==> config.mk <==
export PLATFORM = sky130hd
export DESIGN_NAME = rx_frame_parser
export DESIGN_NICKNAME = d
export VERILOG_FILES = /design/src/rtl/rx_frame_pkg.sv /design/src/rtl/rx_frame_buf.sv /design/src/rtl/rx_frame_parser.sv
export SDC_FILE = /design/constraint.sdc
export NUM_CORES = 1
export LEC_CHECK = 0
export ABC_CLOCK_PERIOD_IN_PS = 3400
export BUFFER_PORTS_ARGS = -buffer_cell sky130_fd_sc_hd__buf_2
export CAP_MARGIN = 10
export CELL_PAD_IN_SITES_DETAIL_PLACEMENT = 1
export CELL_PAD_IN_SITES_GLOBAL_PLACEMENT = 1
export CORE_AREA = 2 2 94 164
export DETAILED_ROUTE_END_ITERATION = 6
export DIE_AREA = 0 0 96 166
export GPL_TIMING_DRIVEN = 0
export PLACE_DENSITY_LB_ADDON = 0.1
export SLEW_MARGIN = 20
export SYNTH_ARGS = -nofsm -noshare
export SYNTH_HDL_FRONTEND = slang
export SYNTH_SLANG_ARGS = --single-unit
==> constraint.sdc <==
create_clock -name clk -period 3.4 [get_ports clk]
set_input_delay 0.68 -clock clk [delete_from_list [all_inputs] [get_ports clk]]
set_output_delay 0.68 -clock clk [all_outputs]
set_load 0.01 [all_outputs]
==> src/rtl/rx_frame_pkg.sv <==
// rx_frame_pkg: shared FSM states and default constants for the rx frame parser
package rx_frame_pkg;

    typedef enum logic [2:0] {IDLE, LEN, PAYLOAD, CSUM, HOLD} state_t;

    localparam logic [7:0] SYNC_BYTE_DEF   = 8'h55;
    localparam int         TIMEOUT_CYC_DEF = 50000;

endpackage

==> src/rtl/rx_frame_buf.sv <==
// rx_frame_buf: payload byte array with one write port and one registered read port
module rx_frame_buf #(
    parameter int MAX_LEN = 16,
    parameter int AW      = (MAX_LEN > 1) ? $clog2(MAX_LEN) : 1
) (
    input  logic          clk,
    input  logic          rst,
    input  logic          we,
    input  logic [AW-1:0] wr_addr,
    input  logic [7:0]    wr_data,
    input  logic [AW-1:0] rd_addr,
    output logic [7:0]    rd_data
);

    logic [7:0] mem_q [MAX_LEN];
    logic [7:0] rd_data_q;

    // Storage has no reset so an aborted frame leaves the old contents in place
    always_ff @(posedge clk) begin
        if (we) mem_q[wr_addr] <= wr_data;
    end

    always_ff @(posedge clk or posedge rst) begin
        if (rst) rd_data_q <= '0;
        else     rd_data_q <= mem_q[rd_addr];
    end

    assign rd_data = rd_data_q;

endmodule

==> src/rtl/rx_frame_parser.sv <==
// rx_frame_parser: sync-hunting, length-prefixed, checksummed frame collector.
// Define RX_FRAME_TIMEOUT_EN to build the inter-byte timeout.
module rx_frame_parser
    import rx_frame_pkg::*;
#(
    parameter int         MAX_LEN     = 16,
    parameter logic [7:0] SYNC_BYTE   = SYNC_BYTE_DEF,
    parameter int         TIMEOUT_CYC = TIMEOUT_CYC_DEF,
    localparam int        LW          = $clog2(MAX_LEN + 1),
    localparam int        AW          = (MAX_LEN > 1) ? $clog2(MAX_LEN) : 1
) (
    input  logic          clk,
    input  logic          rst,
    input  logic [7:0]    rx_data,
    input  logic          rx_done_sig,
    output logic          frame_valid,
    output logic [LW-1:0] frame_len,
    input  logic [AW-1:0] rd_addr,
    output logic [7:0]    rd_data,
    input  logic          frame_ack,
    output logic          err_csum,
    output logic          err_len,
    output logic          err_drop,
    output logic          err_timeout
);

    state_t        state_q, state_d;
    logic          done_q;
    logic [AW-1:0] cnt_q, cnt_d;
    logic [LW-1:0] len_q, len_d;
    logic [7:0]    sum_q, sum_d;
    logic [LW-1:0] frame_len_q, frame_len_d;
    logic          err_csum_q, err_csum_d;
    logic          err_len_q, err_len_d;
    logic          err_drop_q, err_drop_d;
    logic          stb, we, timeout_hit;

    assign stb = rx_done_sig & ~done_q;

    always_comb begin
        state_d     = state_q;
        cnt_d       = cnt_q;
        len_d       = len_q;
        sum_d       = sum_q;
        frame_len_d = frame_len_q;
        err_csum_d  = 1'b0;
        err_len_d   = 1'b0;
        err_drop_d  = 1'b0;
        we          = 1'b0;
        if (timeout_hit) begin
            state_d = IDLE;
        end else if (stb) begin
            case (state_q)
                IDLE: state_d = (rx_data == SYNC_BYTE) ? LEN : IDLE;
                LEN: begin
                    if (rx_data > 8'(MAX_LEN)) begin
                        err_len_d = 1'b1;
                        state_d   = IDLE;
                    end else begin
                        len_d   = LW'(rx_data);
                        sum_d   = rx_data;
                        cnt_d   = '0;
                        state_d = (rx_data == 8'h00) ? CSUM : PAYLOAD;
                    end
                end
                PAYLOAD: begin
                    we      = 1'b1;
                    sum_d   = sum_q + rx_data;
                    cnt_d   = cnt_q + AW'(1);
                    state_d = (cnt_q == AW'(len_q - LW'(1))) ? CSUM : PAYLOAD;
                end
                CSUM: begin
                    if (rx_data == sum_q) begin
                        frame_len_d = len_q;
                        state_d     = HOLD;
                    end else begin
                        err_csum_d = 1'b1;
                        state_d    = IDLE;
                    end
                end
                HOLD:    err_drop_d = 1'b1;
                default: state_d = IDLE;
            endcase
        end
        // Release wins over anything strobed in the same cycle; that byte is dropped above
        if (state_q == HOLD && frame_ack) state_d = IDLE;
    end

    always_ff @(posedge clk or posedge rst) begin
        if (rst) begin
            state_q     <= IDLE;
            done_q      <= 1'b1;
            cnt_q       <= '0;
            len_q       <= '0;
            sum_q       <= '0;
            frame_len_q <= '0;
            err_csum_q  <= 1'b0;
            err_len_q   <= 1'b0;
            err_drop_q  <= 1'b0;
        end else begin
            state_q     <= state_d;
            done_q      <= rx_done_sig;
            cnt_q       <= cnt_d;
            len_q       <= len_d;
            sum_q       <= sum_d;
            frame_len_q <= frame_len_d;
            err_csum_q  <= err_csum_d;
            err_len_q   <= err_len_d;
            err_drop_q  <= err_drop_d;
        end
    end

`ifdef RX_FRAME_TIMEOUT_EN
    localparam int TW = (TIMEOUT_CYC > 1) ? $clog2(TIMEOUT_CYC) : 1;

    logic [TW-1:0] to_q, to_d;
    logic          err_timeout_q;
    logic          in_frame;

    always_comb begin
        in_frame    = state_q inside {LEN, PAYLOAD, CSUM};
        timeout_hit = in_frame && !stb && (to_q == TW'(TIMEOUT_CYC - 1));
        to_d        = (!in_frame || stb || timeout_hit) ? '0 : to_q + TW'(1);
    end

    always_ff @(posedge clk or posedge rst) begin
        if (rst) begin
            to_q          <= '0;
            err_timeout_q <= 1'b0;
        end else begin
            to_q          <= to_d;
            err_timeout_q <= timeout_hit;
        end
    end

    assign err_timeout = err_timeout_q;
`else
    logic unused_timeout;

    assign unused_timeout = (TIMEOUT_CYC > 0);
    assign timeout_hit    = 1'b0;
    assign err_timeout    = 1'b0;
`endif

    rx_frame_buf #(.MAX_LEN(MAX_LEN), .AW(AW)) u_buf (
        .clk     (clk),
        .rst     (rst),
        .we      (we),
        .wr_addr (cnt_q),
        .wr_data (rx_data),
        .rd_addr (rd_addr),
        .rd_data (rd_data)
    );

    assign frame_valid = (state_q == HOLD);
    assign frame_len   = frame_len_q;
    assign err_csum    = err_csum_q;
    assign err_len     = err_len_q;
    assign err_drop    = err_drop_q;

endmodule
==> results.md, run 1 <==
- Status: completed
- Drt wl/cell: between 20 and 25 µm
- Sequential area share after synthesis: 69.4%
- # fillers: between 1000 and 1500
- Final min period: between 2 and 3 ns
- Power density cells: 585 nW/µm²
- # diodes: 0
- Final hold vios: 0
- Startpoint types: register
- Gpl congestion: slightly below 0.8
- Worst-Skew Late Latency: approximately 0.42 ns
- FF+latch area: 4770 µm²
- Top cell type's share of synthesized area: between 50 and 60%
- Iteration-0 DRC Markers: roughly 170
- Max Slew Vio Count: 0
- #FFs+latches synth: 165
- Pre-CTS setup slack: ~0.23 ns
- Final HPWL DP: about 11 mm
- Clock buffer depth: 2
- Final std cells w/o fill: 635
- Cell area after synthesis: about 6900 µm²
- Critical path arrival: between 2 and 3 ns
- Synth warn: 0
- DR DRC count: 0
- Crit-path slowest cell: and2_1
- CP top delay family: simple AND/OR/NAND/NOR gates
- R2R cell count: 6
- CP Class: reg2reg
- Worst reg2reg path startpoint: state_q[2]
- Root buffer cell: clkbuf_16
- Commonest cells in the netlist: edfxtp_1 (128), mux4_2 (40), dfrtp_1 (36)
- Yosys top cell by area: edfxtp_1
- Final core utilization: between 50% and 60%
- Via density: about 5.6
- Post_cts resized: 0
- Placeable Area: roughly 15000 µm²
- Critical path buffer and inverter count: 2
- DRT antenna net count: 0
- Clock Skews: about 0.012 ns
- Layout cell share with drive strength beyond 1: approximately a quarter
- Hold WC Path Type: in2async
- Drt pass-1 iters: 4
- Largest net degree at the start of global routing: 24
- CP peak stage delay: 0.49 ns
- CTS Sinks: about 170
- Final period util: ~83%
- Nets: approximately 470
- CTS tree: done
- Worst EP required: 3.45 ns
- Peak VDD IR: approximately 0.33 mV
- CP Depth: 6
- DIE WIDTH: roughly 96 µm
- Worst-path cell chain: or3b_1 -> clkbuf_1 -> or3b_1 -> clkbuf_1 -> nor3b_1 -> and2_1
- Clk pin slew, worst setup/hold paths: about 0.07 ns
- Hold-fix buffers at CTS: 0
- Critical Path End: u_buf.mem_q[8][7]
- Rows: 59
- DP Area: 7280 µm²
- Chip height: roughly 170 µm
- Leakage: between 0.002 and 0.003 µW
- Setup ws final: around 0.58 ns
- Fmax: between 0.3 and 0.4 GHz
- Slew @ Worst Pin: slightly below 0.8 ns
- H-tree levels: 4
- Cts bufs inserted: 17
- Critical Path Source: state_q[2]
- Area of the multi-input gates: around 2000 µm²
- Starting density of the core: 46.8%
- Num ports: 34
- Top post-synthesis cells by area: edfxtp_1 (56%), dfrtp_1 (13%), mux4_2 (13%)
- # port buffers: 29
- Setup TNS: 0 ns
- Synth Flop Type: edfxtp_1
- Critical path peak fanout: 8
- Max-cap violations: 0
- Area Growth Syn to Fin: 13.9%
- Die area: 15900 µm²
- Post-synthesis net count: between 400 and 500
- GRT Util Overall: between 20% and 30%
- Yosys cell types: about 50
- Syn Inst Count: 390
- Inst Count DP: 603
- Fraction of registers with async set/reset: 22.4%
- Relative slew slack: about half
- Most frequent cell after synthesis: edfxtp_1
- Final setup violation count: 0
- Critical Path Sink Type: register
- Worst reg2reg setup slack: between 0.5 and 0.6 ns
- Initial antenna violation count: 0
- Post-CTS setup buffer count: 0
- Post-Layout Inst Area: 7840 µm²
- Via count: roughly 3600
- Total wire length: ~15 mm
- First-pass GRT wire length: between 20 and 25 mm
- Post-synth EDFFs: around 130
- Unrepaired setup endpoints after global routing: no
- Syn avg cell area: between 15 and 20 µm²
- FF-to-FF End: u_buf.mem_q[8][7]
- Grt total ovfl: 0
- Number of global-route vias before repair: 3993
-- flip-flops by register name, indices dropped and copies added, names as in the netlist --
register       cells
len_q              5
err_csum           1
state_q            3
u_buf.mem_q      128
err_drop           1
frame_len          5
cnt_q              4
sum_q              8
done_q             1
u_buf.rd_data      8
err_len            1
-- worst min-delay path by stage --
stage                     to  slack, ns
floorplan           sum_q[5]       0.45
global placement    sum_q[5]       0.47
detailed placement  sum_q[3]       0.49
CTS                 len_q[4]       0.26
global route        len_q[4]       0.29
finish              len_q[4]       0.26
-- layer usage --
layer  global-route usage, %  wire length (µm)
met1                    24.3              5860
met2                    39.0              9040
met3                    3.86               299
met4                    7.64               232
met5                       0                 0
-- cell usage in the layout, fill, tap and decap left out, drive strengths merged, types with 3 or more instances in the layout --
master,n
edfxtp,128
ha,12
nand2,24
clkinvlp,3
or3,5
dfrtp,36
xnor2,8
o21ai,13
buf,37
a21o,3
and4,4
nor2b,3
nor3,8
inv,16
a21oi,9
and2,13
clkinv,7
nand3,5
nor2,13
mux4,40
clkbuf,26
mux2,7
-- cell families (layout without fill, tap and decap cells) --
| group | count (synthesis) | count (layout) | synth area share [%] |
|---|---|---|---|
| and+or+nand+nor | 87 | 87 | 6.89 |
| xor gates and xnor gates | 10 | 10 | 1.27 |
| other | 1 | 1 | 0.0545 |
| muxes | 48 | 48 | 14.4 |
| AOI/OAI and AO/OA | 38 | 38 | 3.80 |
| adders and majority gates | 13 | 13 | 2.47 |
| DFF | 165 | 165 | 69.4 |
| buffers and inverters | 28 | 90 | 1.75 |
-- where the power goes --
| part | leakage (µW) | switching, µW | total, µW | internal [µW] |
|---|---|---|---|---|
| combinational | 0.000905 | 288 | 489 | 201 |
| sequential | 0.00163 | 46.1 | 2280 | 2240 |
| clock | 0.000267 | 804 | 1820 | 1010 |
-- per-stage QoR --
step                      total power (µW)  hold slack, ns
final                                 4590           0.261
after global routing                  4760           0.288
after floorplan                       2650           0.451
after CTS                             4630           0.260
after detailed placement              2820           0.486
after global placement                2800           0.472
-- layout make-up --
class	count	share of cell area, %
clock inverters	15	1.66
plain buffers	16	0.958
clock buffers	17	5.43
inverters	12	0.575
well taps	183	2.92
flip-flops and latches	165	60.9
multi-input cells	197	25.4
repair buffers	30	2.20
Note: power is estimated with default switching activity, not from simulation.
==> inputs of run 2 (changes only) <==
Settings changed: ABC_CLOCK_PERIOD_IN_PS 3400 to 2850.
Clock period 3.4 ns to 2.85 ns, I/O delays scaled along.
==> results.md, run 2 (synthesized netlist as in run 1, its figures left out) <==
- Placeable Area: 14700 µm²
- CTS Sinks: about 170
- Post-CTS setup buffer count: 0
- Most common cell after layout, fill and taps aside: edfxtp_1
- Cts bufs inserted: 17
- Clk pin slew, worst setup/hold paths: 0.07 ns
- Max Slew Vio Count: 0
- Design Power: about 5500 µW
- Rows: 59
- Clock buffer depth: 2
- Num ports: 34
- GRT Util Overall: 21.4%
- Root buffer cell: clkbuf_16
- Max reg flops: roughly 130
- Status: completed
- Final setup violation count: 0
- # diodes: 0
- Worst EP required: between 2 and 3 ns
- Initial antenna violation count: 0
- Via density: ~5.6
- Grt total ovfl: 0
- H-tree levels: 4
- Critical path peak fanout: 8
- Iteration-0 DRC Markers: 175
- Final min period: between 2 and 3 ns
- DR DRC count: 0
- Fmax: around 0.37 GHz
- Gpl congestion: about 0.8
- Max-cap violations: 0
- # fillers: approximately 1400
- Final period util: a little over nine tenths
- Final std cells w/o fill: approximately 640
- Hold-fix buffers at CTS: 0
- Power density cells: ~700 nW/µm²
- Relative slew slack: about half
- Unrepaired setup endpoints after global routing: yes
- CTS tree: done
- Nets: 468
- Leakage: between 0.002 and 0.003 µW
- DIE WIDTH: approximately 96 µm
- Die area: 15900 µm²
- Chip height: 166 µm
- Clock Skews: 0.0136 ns
- Peak VDD IR: approximately 0.39 mV
- CP Class: reg2reg
- Most frequent cells in the layout: edfxtp_1 (128), mux4_2 (40), dfrtp_1 (36), buf_2 (32), nand2_1 (24)
- Final hold vios: 0
- Layout cell share with drive strength beyond 1: 28.1%
- # port buffers: 29
- Top reg by flops: u_buf.mem_q
- Worst-Skew Late Latency: 0.42 ns
- Inst Count DP: between 600 and 700
- Area Growth Syn to Fin: 14.2%
- Number of global-route vias before repair: about 4000
- DRT antenna net count: 0
- Critical Path Sink Type: register
- Hold WC Path Type: in2async
- Drt wl/cell: 24.3 µm
- Via count: approximately 3600
- DP Area: 7280 µm²
- Starting density of the core: 46.8%
- Slew @ Worst Pin: roughly 0.74 ns
- First-pass GRT wire length: ~24 mm
- Post-Layout Inst Area: between 7000 and 8000 µm²
- Final HPWL DP: about 11 mm
- Startpoint types: register
- Total wire length: 15.4 mm
- Critical path arrival: roughly 2.8 ns
- Drt pass-1 iters: 4
- Largest net degree at the start of global routing: 24
run 2: changes by cell type in the layout (fill, tap and decap cells not counted):
cell	before	now
and2_1	13	5
nor3b_2	1	0
nor3b_4	0	1
and2_2	0	8
run 2: layout make-up:
| type | instances | area (µm²) | area share, % |
|---|---|---|---|
| repair buffers | 30 | 173 | 2.20 |
| inverters | 12 | 45.0 | 0.574 |
| well taps | 183 | 229 | 2.92 |
| plain buffers | 16 | 75.1 | 0.956 |
| flip-flops and latches | 165 | 4770 | 60.8 |
| clock inverters | 15 | 130 | 1.66 |
| clock buffers | 17 | 425 | 5.42 |
| multi-input cells | 197 | 2000 | 25.5 |
run 2: worst paths after layout:
kind | from | endpoint | slack [ns] | depth (start not counted)
worst max-delay path | state_q[2] | u_buf.mem_q[8][7] | 0.17 | 6
worst min-delay path | rst | len_q[4] | 0.15 | 2
worst max register to register | state_q[2] | u_buf.mem_q[8][7] | 0.17 | 6
worst min register to register | sum_q[2] | sum_q[2] | 0.49 | 2
max in group asynchronous | rst | cnt_q[1] | 2.23 | 3
min in group clk | rx_done_sig | done_q | 0.26 | 1
run 2: through the flow:
stage          util, %  setup slack [ns]  hold WS (ns)  TNS (ns)
6_report          53.4             0.171         0.149         0
5_1_grt           53.4          -0.00147         0.178  -0.00147
4_1_cts           53.4            0.0308         0.150         0
3_5_place_dp      49.6            -0.208         0.486    -16.20
3_3_place_gp      49.4            -0.149         0.472    -10.30
2_1_floorplan        -             0.378         0.451         0
run 2: critical path, cell delays in order, from the launching register on:
cell,delay [ns]
dfrtp_1,0.43
or3b_1,0.39
clkbuf_1,0.21
or3b_1,0.39
clkbuf_1,0.21
nor3b_1,0.35
and2_2,0.37
run 2: report_power, final:
| part | total, µW | switching, µW | internal, µW |
|---|---|---|---|
| clock | 2160 | 957 | 1210 |
| sequential | 2720 | 55.0 | 2670 |
| combinational | 584 | 343 | 241 |
| total | 5470 | 1350 | 4120 |
run 2: routing by layer:
layer  share of wire [%]  routed length, µm  up-vias  global-route usage (%)
met5                   0                  0        -                       0
li1                    -                  -     1623                       -
met4                 1.5                237        0                    7.64
met1                  38               5790     1866                    24.3
met2                  59               9060       69                    39.0
met3                 2.1                331       14                    3.86
run 2: timing repair:
action	in CTS	in global routing
pin swaps	0	0
gates resized for setup	4	5
setup endpoints to repair	32	64
